### config.mk
export PLATFORM = sky130hd
export DESIGN_NAME = mc_merge_fifo_flat
export DESIGN_NICKNAME = d
export VERILOG_FILES = /design/src/rtl/mc_merge_fifo_if.sv /design/src/rtl/mc_merge_fifo.sv /design/src/flat_wrapper.sv
export SDC_FILE = /design/constraint.sdc
export NUM_CORES = 1
export LEC_CHECK = 0
export CORE_MARGIN = 4
export CORE_UTILIZATION = 38
export CTS_CLUSTER_DIAMETER = 150
export CTS_CLUSTER_SIZE = 40
export DETAILED_ROUTE_END_ITERATION = 16
export PLACE_DENSITY = 0.59
export SYNTH_ARGS = -nofsm -noshare
export SYNTH_HDL_FRONTEND = slang
export SYNTH_SLANG_ARGS = --single-unit
### constraint.sdc
create_clock -name clk -period 7 [get_ports clk]
set_input_delay 1.05 -clock clk [delete_from_list [all_inputs] [get_ports clk]]
set_output_delay 1.05 -clock clk [all_outputs]
set_load 0.02 [all_outputs]
### src/rtl/mc_merge_fifo_if.sv
`default_nettype none
// ----------------------------------------------------------------------------
// mc_merge_fifo_if : producer/reader bundle for the multi-channel merge FIFO
// Rev 1.0
// ----------------------------------------------------------------------------
interface mc_merge_fifo_if #(
   parameter int NUM_CH = 9,
   parameter int DATA_W = 9,
   parameter int DEPTH  = 16
) ();
   localparam int CH_W  = $clog2(NUM_CH);
   localparam int CNT_W = $clog2(DEPTH) + 1;

   logic [NUM_CH-1:0]        wen;
   logic [NUM_CH*DATA_W-1:0] i_data;
   logic                     ren;
   logic                     clr_ovf;
   logic                     valid;
   logic [DATA_W-1:0]        o_data;
   logic [CH_W-1:0]          o_chan;
   logic                     freeze_clk;
   logic [CNT_W-1:0]         count;
   logic [NUM_CH-1:0]        overflow;

   modport master (
      output wen, i_data, ren, clr_ovf,
      input  valid, o_data, o_chan, freeze_clk, count, overflow
   );

   modport slave (
      input  wen, i_data, ren, clr_ovf,
      output valid, o_data, o_chan, freeze_clk, count, overflow
   );
endinterface
`default_nettype wire

### src/rtl/mc_merge_fifo.sv
`default_nettype none
// ----------------------------------------------------------------------------
// mc_merge_fifo : per-channel pending slots, round-robin merge into tagged FIFO
// Rev 1.0
// ----------------------------------------------------------------------------
module mc_merge_fifo #(
   parameter int NUM_CH = 9,
   parameter int DATA_W = 9,
   parameter int DEPTH  = 16
) (
   input  logic            clk,
   input  logic            reset_n,
   mc_merge_fifo_if.slave  bus
);
   localparam int CH_W  = $clog2(NUM_CH);
   localparam int CNT_W = $clog2(DEPTH) + 1;
   localparam int PTR_W = $clog2(DEPTH);
   localparam int ENT_W = CH_W + DATA_W;

   logic [DATA_W-1:0] wr_data [NUM_CH];

   logic [NUM_CH-1:0] pend_vld_q, pend_vld_d;
   logic [DATA_W-1:0] pend_data_q [NUM_CH];
   logic [NUM_CH-1:0] accept, drop;

   logic              gnt_any;
   logic [CH_W-1:0]   gnt_idx;
   logic [CH_W-1:0]   rr_q, rr_d;

   logic [ENT_W-1:0]  mem_q [DEPTH];
   logic [PTR_W-1:0]  wr_ptr_q, rd_ptr_q;
   logic [CNT_W-1:0]  count_q, count_d;
   logic              push, pop;

   logic              valid_q;
   logic [DATA_W-1:0] o_data_q;
   logic [CH_W-1:0]   o_chan_q;
   logic              freeze_q, freeze_d;
   logic [NUM_CH-1:0] ovf_q, ovf_d;

   genvar gi;
   generate
      for (gi = 0; gi < NUM_CH; gi++) begin : g_unpack
         assign wr_data[gi] = bus.i_data[gi*DATA_W +: DATA_W];
      end
   endgenerate

   // Round-robin search from rr; no grant at all while the FIFO is full.
   always_comb begin
      int idx;
      idx     = 0;
      gnt_any = 1'b0;
      gnt_idx = '0;
      if (count_q < CNT_W'(DEPTH)) begin
         for (int off = 0; off < NUM_CH; off++) begin
            idx = int'(rr_q) + off;
            if (idx >= NUM_CH) begin
               idx = idx - NUM_CH;
            end
            if (!gnt_any && pend_vld_q[idx]) begin
               gnt_any = 1'b1;
               gnt_idx = CH_W'(idx);
            end
         end
      end
   end

   always_comb begin
      rr_d = rr_q;
      if (gnt_any) begin
         rr_d = (gnt_idx == CH_W'(NUM_CH - 1)) ? '0 : gnt_idx + CH_W'(1);
      end
   end

   // A slot being granted this cycle frees up in time to take a new word.
   always_comb begin
      accept     = '0;
      drop       = '0;
      pend_vld_d = pend_vld_q;
      for (int i = 0; i < NUM_CH; i++) begin
         logic granted;
         granted       = gnt_any && (gnt_idx == CH_W'(i));
         accept[i]     = bus.wen[i] && (!pend_vld_q[i] || granted);
         drop[i]       = bus.wen[i] && pend_vld_q[i] && !granted;
         pend_vld_d[i] = accept[i] || (pend_vld_q[i] && !granted);
      end
   end

   // A drop in the same cycle as clr_ovf keeps its flag.
   always_comb begin
      ovf_d = (bus.clr_ovf ? '0 : ovf_q) | drop;
   end

   assign push = gnt_any;
   assign pop  = bus.ren && (count_q != '0);

   always_comb begin
      count_d = count_q;
      case ({push, pop})
         2'b10:   count_d = count_q + CNT_W'(1);
         2'b01:   count_d = count_q - CNT_W'(1);
         default: count_d = count_q;
      endcase
   end

   always_comb begin
      freeze_d = (|pend_vld_d) || (count_d == CNT_W'(DEPTH));
   end

   always_ff @(posedge clk or negedge reset_n) begin
      if (!reset_n) begin
         pend_vld_q <= '0;
         rr_q       <= '0;
         wr_ptr_q   <= '0;
         rd_ptr_q   <= '0;
         count_q    <= '0;
         valid_q    <= 1'b0;
         o_data_q   <= '0;
         o_chan_q   <= '0;
         freeze_q   <= 1'b0;
         ovf_q      <= '0;
      end else begin
         pend_vld_q <= pend_vld_d;
         rr_q       <= rr_d;
         count_q    <= count_d;
         freeze_q   <= freeze_d;
         ovf_q      <= ovf_d;
         valid_q    <= pop;
         if (push) begin
            wr_ptr_q <= wr_ptr_q + PTR_W'(1);
         end
         if (pop) begin
            rd_ptr_q              <= rd_ptr_q + PTR_W'(1);
            {o_chan_q, o_data_q}  <= mem_q[rd_ptr_q];
         end
      end
   end

   // Storage only; occupancy is governed by the valid bits and count above.
   always_ff @(posedge clk) begin
      for (int i = 0; i < NUM_CH; i++) begin
         if (accept[i]) begin
            pend_data_q[i] <= wr_data[i];
         end
      end
      if (push) begin
         mem_q[wr_ptr_q] <= {gnt_idx, pend_data_q[gnt_idx]};
      end
   end

   assign bus.valid      = valid_q;
   assign bus.o_data     = o_data_q;
   assign bus.o_chan     = o_chan_q;
   assign bus.freeze_clk = freeze_q;
   assign bus.count      = count_q;
   assign bus.overflow   = ovf_q;

endmodule
`default_nettype wire

### src/flat_wrapper.sv
// flat-port wrapper written by rule: the top's interface ports become plain ports
module mc_merge_fifo_flat 
#(
   parameter int NUM_CH = 9,
   parameter int DATA_W = 9,
   parameter int DEPTH  = 16
)
  (clk, reset_n, bus_wen, bus_i_data, bus_ren, bus_clr_ovf, bus_valid, bus_o_data, bus_o_chan, bus_freeze_clk, bus_count, bus_overflow);
  mc_merge_fifo_if #(.NUM_CH(NUM_CH), .DATA_W(DATA_W), .DEPTH(DEPTH)) bus_i ();
  input  logic clk;
  input  logic reset_n;
  input wire logic [$bits(bus_i.wen)-1:0] bus_wen;
  input wire logic [$bits(bus_i.i_data)-1:0] bus_i_data;
  input wire logic [$bits(bus_i.ren)-1:0] bus_ren;
  input wire logic [$bits(bus_i.clr_ovf)-1:0] bus_clr_ovf;
  output wire logic [$bits(bus_i.valid)-1:0] bus_valid;
  output wire logic [$bits(bus_i.o_data)-1:0] bus_o_data;
  output wire logic [$bits(bus_i.o_chan)-1:0] bus_o_chan;
  output wire logic [$bits(bus_i.freeze_clk)-1:0] bus_freeze_clk;
  output wire logic [$bits(bus_i.count)-1:0] bus_count;
  output wire logic [$bits(bus_i.overflow)-1:0] bus_overflow;
  assign bus_i.wen = bus_wen;
  assign bus_i.i_data = bus_i_data;
  assign bus_i.ren = bus_ren;
  assign bus_i.clr_ovf = bus_clr_ovf;
  assign bus_valid = bus_i.valid;
  assign bus_o_data = bus_i.o_data;
  assign bus_o_chan = bus_i.o_chan;
  assign bus_freeze_clk = bus_i.freeze_clk;
  assign bus_count = bus_i.count;
  assign bus_overflow = bus_i.overflow;
  mc_merge_fifo #(.NUM_CH(NUM_CH), .DATA_W(DATA_W), .DEPTH(DEPTH)) u_core (.clk(clk), .reset_n(reset_n), .bus(bus_i));
endmodule
==> metrics.csv <==
metric,value,unit
clockRootBuffer,clkbuf_16,
start_util,38.8,%
clock_skew,15.0,ps
clock.fmax,152,MHz
clk_latency,500,ps
grt_pass1_vias,11200,
vias_per_cell,5.93,
ys_seq_elements,339,
crit_required,7440,ps
placementRows,77,
grt_pass1_wl,71.9,mm
finalCriticalPeriod,6570,ps
async_flop_share,14.7,%
hold_path_class,flop to flop,
cts.sinks,339,
vdd_drop_max,0.264,mV
antenna_left,0,
synthesis.area,17300,sq um
remaining_drc_errors,0,
yosys_most_used_dff,edfxtp_1,
p_per_area,550,nW/um^2
synthTopCellsByCount,"edfxtp_1 (289), mux4_2 (69), nand2_1 (55), dfrtp_1 (50), clkbuf_1 (49)",
routed_wl,47.0,mm
ys_types,97,
ctsHoldBuffers,0,
multi_input_area,6900,sq um
design.core.area,44600,sq um
setup_viol,0,
num_vias,11500,
tightest_slew,1270,ps
yosysMostFrequentCell,edfxtp_1,
io_pins,123,
grt_max_degree,56,
path_depth,28,
leakage,6.73,nW
drtPass1Iterations,5,
finalMaxSlewViolations,0,
dp_cells,1921,
synth_cells,1242,
cts_buffers,12,
cpMostUsedCell,ha_1,
num-fill-cells,3980,
n_antenna_cell,0,
critPathCapture,u_core.bus.freeze_clk,
ys_seq_area_share,57.4,%
rrSetupSlack,430,ps
die_w,221,um
drive_gt1_share,15.9,%
htreeDepth,1,
syn-mean-instance-area,13.9,sq um
critPathLaunch,u_core.rr_q[1],
fin_crit_sh,93.9,%
slew_headroom,14.9,%
seqCellArea,9940,sq um
end_kind,flop,
cts.clk_slew.worst_paths,130,ps
slowest_delay,680,ps
synth-edff-count,289,
synth_top_area_share,50.2,%
stdcell_count,1942,
critPathBufInv,4,
rr_endpoint,u_core.bus.freeze_clk,
grt_setup_unrepaired,no,
fin_tns_setup,0,ps
mappedNetlistNets,1372,
antenna_found_initial,0,
drtIter0Drc,1054,
worst_ep_arrival_time,7010,ps
yosys-top-cells-area,"edfxtp_1 (50%), mux4_2 (9.0%), dfrtp_1 (7.2%)",
hold_viol,0,
gp_congestion,0.883,
yosysWarnings,0,
dieArea,49000,sq um
nNetsFinal,1474,
path_max_fanout,8,
cts_tree,done,
outcome,"finished, final reports clean",
io_buffers,122,
rr_worst_depth,28,
grt_usage,18.5,%
grt_overflow_total,0,
clock_path_buffers,3,
cap_violations,0,
startpoint_type,flop,
critPathKind,flop to flop,
wire_per_inst,24.2,um
synth.largest_area_cell,edfxtp_1,
total_power,10.8,mW
cp_top_family,simple AND/OR/NAND/NOR gates,
hpwl,33.0,mm
die_h,221,um
syn2layout_area_growth,13.6,%
slowest_stage,or4_1,
r2r_start,u_core.rr_q[1],
sequential cells by signal, summed over array words and instances (netlist names):
| signal | flops |
|---|---|
| u_core.bus.freeze_clk | 1 |
| u_core.pend_data_q | 81 |
| u_core.bus.count | 5 |
| u_core.bus.overflow | 9 |
| u_core.wr_ptr_q | 4 |
| u_core.rr_q | 4 |
| u_core.mem_q | 208 |
| u_core.rd_ptr_q | 4 |
| u_core.pend_vld_q | 9 |
| u_core.bus.o_chan | 4 |
| u_core.bus.o_data | 9 |
| u_core.bus.valid | 1 |
layer usage:
layer / up-vias / track usage [%] / share of wire [%]
li1: 5125 / - / -
met1: 5908 / 28.4 / 47
met2: 424 / 28.9 / 45
met3: 52 / 2.33 / 5.8
met4: 0 / 3.28 / 1.8
met5: - / 0 / 0
report_power, final:
group          internal, mW  total, mW  leakage [nW]  switching [mW]
Combinational          2.32       6.13          3.36            3.81
Sequential             3.41       3.73          3.19           0.320
Clock                 0.358      0.946         0.179           0.588
final cells by class:
type	count	area share [%]
Inverter	46	0.904
Multi-Input combinational cell	782	35.1
Timing Repair Buffer	163	7.81
Sequential cell	339	50.5
Clock inverter	2	0.140
Tap cell	592	3.77
Clock buffer	18	1.75
logic make-up (layout without fill, tap and decap cells):
group                      count (synthesis)  after routing  share of synthesized area (%)
adders and majority gates                 36             36                           2.69
AOI/OAI and AO/OA                        284            284                           12.5
DFF                                      339            339                           57.4
muxes                                    147            147                           13.8
and+or+nand+nor                          283            283                           9.11
xor gates and xnor gates                  32             32                           1.62
buffers and inverters                    121            229                           2.89
worst min-delay path by stage:
stage                                start                      to  cells after the start
CTS                 u_core.bus.overflow[6]  u_core.bus.overflow[6]                      1
global route          u_core.bus.o_data[7]    u_core.bus.o_data[7]                      1
finish              u_core.bus.overflow[6]  u_core.bus.overflow[6]                      1
detailed placement  u_core.bus.overflow[6]  u_core.bus.overflow[6]                      1
floorplan               u_core.wr_ptr_q[2]      u_core.wr_ptr_q[2]                      1
global placement    u_core.bus.overflow[6]  u_core.bus.overflow[6]                      1
layout by cell type (no fill, tap or decap), types with 32 or more instances in the layout:
master / instances
a21oi_1: 36
ha_1: 33
mux2_2: 45
mux2i_1: 33
nor2_1: 43
o21ai_0: 32
clkdlybuf4s50_1: 121
dfrtp_1: 47
edfxtp_1: 289
nand2_1: 55
inv_1: 42
buf_4: 40
mux4_2: 69
worst register-to-register path: cells and delay by family (launching register included):
family,cells,cell delay [ps]
simple gates,11,2260
compound gates,7,1880
fa+ha+maj,4,1020
buf+inv,4,600
flops,1,400
xor+xnor,2,300
what timing repair did:
action | in CTS | in global routing
resized for setup | 0 | 6
buffers inserted | 0 | 1
endpoints found under the setup margin | 0 | 119
metrics by stage:
| stage | util (%) | setup slack [ps] | hold slack [ps] | area, sq um |
|---|---|---|---|---|
| floorplan | - | 487 | 517 | 17300 |
| global placement | 43.2 | 422 | 482 | 19300 |
| detailed placement | 43.2 | 278 | 477 | 19300 |
| CTS | 44.0 | 222 | 523 | 19600 |
| global route | 44.1 | 0.110 | 541 | 19700 |
| finish | 44.1 | 429 | 517 | 19700 |
Power figures use the tool's default switching activity.
